--- config.mk ---
export PLATFORM = sky130hd
export DESIGN_NAME = uart_tx
export DESIGN_NICKNAME = d
export VERILOG_FILES = /design/src/rtl/uart_pkg.sv /design/src/rtl/uart_baud_counter.sv /design/src/rtl/uart_tx.sv
export SDC_FILE = /design/constraint.sdc
export NUM_CORES = 1
export LEC_CHECK = 0
export BUFFER_PORTS_ARGS = -buffer_cell sky130_fd_sc_hd__buf_2
export CORE_UTILIZATION = 30
export CTS_CLUSTER_DIAMETER = 100
export DETAILED_ROUTE_END_ITERATION = 12
export PLACE_DENSITY_LB_ADDON = 0.1
export SYNTH_ARGS = -nofsm -noshare
export SYNTH_HDL_FRONTEND = slang
export SYNTH_SLANG_ARGS = --single-unit
export TNS_END_PERCENT = 1
--- constraint.sdc ---
create_clock -name clock -period 2.3 [get_ports clock]
set_input_delay 0 -clock clock [delete_from_list [all_inputs] [get_ports clock]]
set_output_delay 0 -clock clock [all_outputs]
set_load 0.05 [all_outputs]
--- src/rtl/uart_pkg.sv ---
// Shared definitions for the UART transmitter slice: FSM state encoding and frame constants.
package uart_pkg;

  typedef enum logic [1:0] {
    IDLE,
    START,
    DATA,
    STOP
  } state_t;

  localparam int unsigned DATA_BITS            = 8;
  localparam int unsigned DEFAULT_CLKS_PER_BIT = 5208;

endpackage

--- src/rtl/uart_baud_counter.sv ---
// Free-running bit-period counter: counts 0..CLKS_PER_BIT-1 and flags the last cycle of each bit.
module uart_baud_counter #(
  parameter int unsigned CLKS_PER_BIT = 5208
) (
  input  logic clock,
  input  logic reset,
  input  logic clear,
  output logic tc
);

  localparam int unsigned W = $clog2(CLKS_PER_BIT);

  logic [W-1:0] count;

  assign tc = (count == W'(CLKS_PER_BIT - 1));

  always_ff @(posedge clock or negedge reset) begin
    if (!reset) begin
      count <= '0;
    end else if (clear || tc) begin
      count <= '0;
    end else begin
      count <= count + W'(1);
    end
  end

endmodule

--- src/rtl/uart_tx.sv ---
// UART transmitter: 1 start bit, 8 data bits LSB-first, 1 stop bit, no parity.
module uart_tx
  import uart_pkg::*;
#(
  parameter int unsigned CLKS_PER_BIT = DEFAULT_CLKS_PER_BIT
) (
  input  logic       clock,
  input  logic       reset,
  input  logic [7:0] writedata,
  input  logic       enable,
  output logic       active,
  output logic       done,
  output logic       tx
);

  state_t               state;
  logic [DATA_BITS-1:0] data_q;
  logic [2:0]           idx;
  logic                 tc;

  // Held clear while idle so the first bit period starts counting on the edge after accept.
  uart_baud_counter #(
    .CLKS_PER_BIT(CLKS_PER_BIT)
  ) u_baud (
    .clock(clock),
    .reset(reset),
    .clear(state == IDLE),
    .tc   (tc)
  );

  always_ff @(posedge clock or negedge reset) begin
    if (!reset) begin
      state  <= IDLE;
      data_q <= '0;
      idx    <= '0;
      tx     <= 1'b1;
      active <= 1'b0;
      done   <= 1'b0;
    end else begin
      done <= 1'b0;
      case (state)
        IDLE: begin
          tx <= 1'b1;
          if (enable) begin
            data_q <= writedata;
            active <= 1'b1;
            idx    <= '0;
            state  <= START;
          end
        end
        START: begin
          tx <= 1'b0;
          if (tc) begin
            idx   <= '0;
            state <= DATA;
          end
        end
        DATA: begin
          tx <= data_q[idx];
          if (tc) begin
            if (idx == 3'(DATA_BITS - 1)) begin
              state <= STOP;
            end else begin
              idx <= idx + 3'd1;
            end
          end
        end
        STOP: begin
          tx <= 1'b1;
          if (tc) begin
            done   <= 1'b1;
            active <= 1'b0;
            state  <= IDLE;
          end
        end
        default: state <= IDLE;
      endcase
    end
  end

endmodule

==> impl_results.md <==
- Status: finished clean
- First-pass GRT wire length: 5.09 mm
- Crit-path cells: inv_1, ha_1, nor2_1, a31oi_1, a2111oi_4, mux2_2
- Area Overhead vs Synth: 22.4%
- Placed instance area: 1640 µm²
- Final Skew: 0.00485 ns
- Drt total wl: 2.86 mm
- ANT nets after route: 0
- Mean post-synth cell area: 11.5 µm²
- Vias in the first global route: 1107
- Initial Utilization: 31.5%
- Initial antenna violation count: 0
- Core Rows: 25
- Gpl congestion: 0.740
- Rel. slew slack: 55.7%
- Largest family of logic cells by synthesized area: simple AND/OR/NAND/NOR gates
- Yosys cell types: 28
- Final setup margin: 0.354 ns
- TNS Setup: 0 ns
- Post-synth top area share: 46.8%
- Vias per cell: 4.51
- Post-synth top area cell: dfrtp_1
- Seq/Total Area, Yosys: 48.6%
- Place WS: 0.343 ns
- Cell area after layout: 1830 µm²
- CP Capture Type: flip-flop
- Worst slew pin tran: 0.664 ns
- Final Cycle Share: 84.6%
- Final nets: 179
- Simple-Gate Fraction of Synth Area: 16.5%
- Num ports: 14
- Core area: 4750 µm²
- Adder-Cell Fraction of Synth Area: 8.36%
- MaxCap Viol Count: 0
- Share of cells above drive strength 1: 23.9%
- CP max stage delay: 0.42 ns
- Max Clk Rate: 0.514 GHz
- Buffers on Ports: 13
- Top fanout value on the critical path: 8
- Most frequent cells in the layout: dfrtp_1, nor2_1, buf_2
- Compound-Gate Fraction of Synth Area: 5.60%
- Grt total ovfl: 0
- Number of buffers created by CTS: 5
- Clock tree from TritonCTS: built
- WL/cell: 12.7 µm
- Yosys reg bits: 29
- HPWL after detailed placement: 2.04 mm
- Grt met3 use: 4.14%
- CP required: 2.46 ns
- Commonest non-fill, non-tap cell in the layout: dfrtp_1
- CTS max path bufs: 2
- Pwr per Cell Area: 544 nW/µm²
- Synth Warn #: 0
- CP top delay family: compound AO/OA/AOI/OAI gates
- Ranking of synthesized cells by area: dfrtp_1, ha_1, mux2_2
- Post-synth net total: 151
- DRC: 0
- Largest net degree at the start of global routing: 30
- Met1 GRT Util: 15.8%
- Crit path from: state[0]
- Tot Pwr: 996 µW
- Root Driver: clkbuf_8
- Worst-path clk slew: 0.06 ns
- Filler-free cell count of the finished design: 226
- Arrival time at the worst endpoint: 2.11 ns
- CTS HTree Levels: 2
- Die Y: 72.6 µm
- RSZ-0062 raised after global routing: false
- CP Launch Type: flip-flop
- Crit Path Class: reg2reg
- TritonRoute pass-1 iters: 4
- Die width: 72.6 µm
- Cells after Synth: 130
- Tmin final: 1.95 ns
- Inst Count DP: 209
- R2R Path Start: state[0]
- CP Buf/Inv Count: 1
- LEAKAGE: 0.823 nW
- ANT cells: 0
- XOR/XNOR Fraction of Synth Area: 6.44%
- Final Slew Violations: 0
- Clk_lat worst skew: 0.28 ns
- DR vias: 1019
- Post-synthesis mux area share: 12.5%
- HP Class: in2reg
- M2 GR Usage: 21.7%
- All-layer global routing usage: 13.2%
- Die area: 5270 µm²
- Final hold vios: 0
- Global routing's busiest layer: met2
- Hold Path Origin: enable
- Slowest CP cell: dfrtp_1
- Post-Synthesis Cell Area: 1500 µm²
- # fillers: 499
- DRT iter0 DRCs: 32
- Max rail drop VDD: 214 µV
- # setup viols final: 0
- CTS Sinks: 29
-- flip-flops by register name (all words and copies together) (netlist names) --
name	count
active	1
data_q	8
done	1
idx	3
state	2
tx	1
u_baud.count	13
-- worst reg2reg max path: cells and delay by family (launching register included) --
family,cells,cell delay [ns]
mux,1,0.38
simple gates,1,0.18
buf+inv,1,0.11
fa+ha+maj,1,0.33
flops,1,0.42
compound gates,2,0.42
-- cell type report --
class | instances | area, µm² | share of cell area (%)
well taps | 67 | 83.8 | 4.58
repair buffers | 22 | 155 | 8.47
clock inverters | 1 | 5.00 | 0.273
multi-input cells | 93 | 738 | 40.3
flip-flops and latches | 29 | 727 | 39.7
inverters | 7 | 26.3 | 1.43
clock buffers | 7 | 96.3 | 5.26
-- worst paths after layout --
| check | depth (start not counted) | to | slack (ns) |
|---|---|---|---|
| setup / recovery | 6 | idx[0] | 0.35 |
| hold / removal | 3 | active | 0.17 |
| setup reg to reg | 6 | idx[0] | 0.35 |
| hold reg to reg | 1 | u_baud.count[0] | 0.50 |
| max in group asynchronous | 2 | data_q[4] | 1.57 |
| min in group asynchronous | 2 | state[1] | 0.29 |
-- routing by layer --
layer	share of wire (%)	wire, µm	vias to the layer above
li1	-	-	502
met1	45	1290	494
met2	49	1400	16
met3	3.7	105	7
met4	2.1	59	0
met5	0	0	-
-- report_power, final --
group          switching [mW]  leakage, nW  internal [mW]
clock                   0.186       0.0542          0.270
combinational          0.0140        0.403         0.0159
sequential                  0        0.366          0.510
total                   0.200        0.823          0.796
-- timing repair --
item / CTS / global route
resized for setup: 0 / 0
hold endpoints to repair: 36 / 0
setup buffers: 0 / 0
endpoints found under the setup margin: 0 / 0
hold buffers: 9 / 0
-- Yosys cell counts --
cell and n:
nand2_1 11, nor2b_1 2, or2b_1 1, mux2i_1 4
mux2_2 11, dfrtp_1 28, nor4_1 4, buf_2 1
mux4_2 1, and4bb_2 1, ha_1 10, nor4b_4 1
nand4_1 2, o21ai_0 1, dfstp_2 1, and4b_1 1
a31oi_1 1, a21oi_1 1, xnor2_1 9, a2111oi_4 1
nand3_1 4, xor2_1 2, nor2_1 19, inv_1 7
nor3_1 2, o31ai_1 2, a311o_1 1, a221oi_2 1
-- kinds of logic (layout without fill, tap and decap cells) --
kind of cell    count (synthesis)  in the layout
simple gates                   48             48
flops                          29             29
mux                            16             16
buf+inv                         8             37
xor+xnor                       11             11
fa+ha+maj                      10             10
compound gates                  8              8
-- through the flow --
stage | util, % | hold slack [ns]
global route | 38.5 | 0.183
global placement | 34.5 | 0.0734
finish | 38.5 | 0.173
floorplan | - | -0.296
CTS | 38.5 | 0.155
detailed placement | 34.5 | 0.0823
Note: power is estimated with default switching activity, not from simulation.
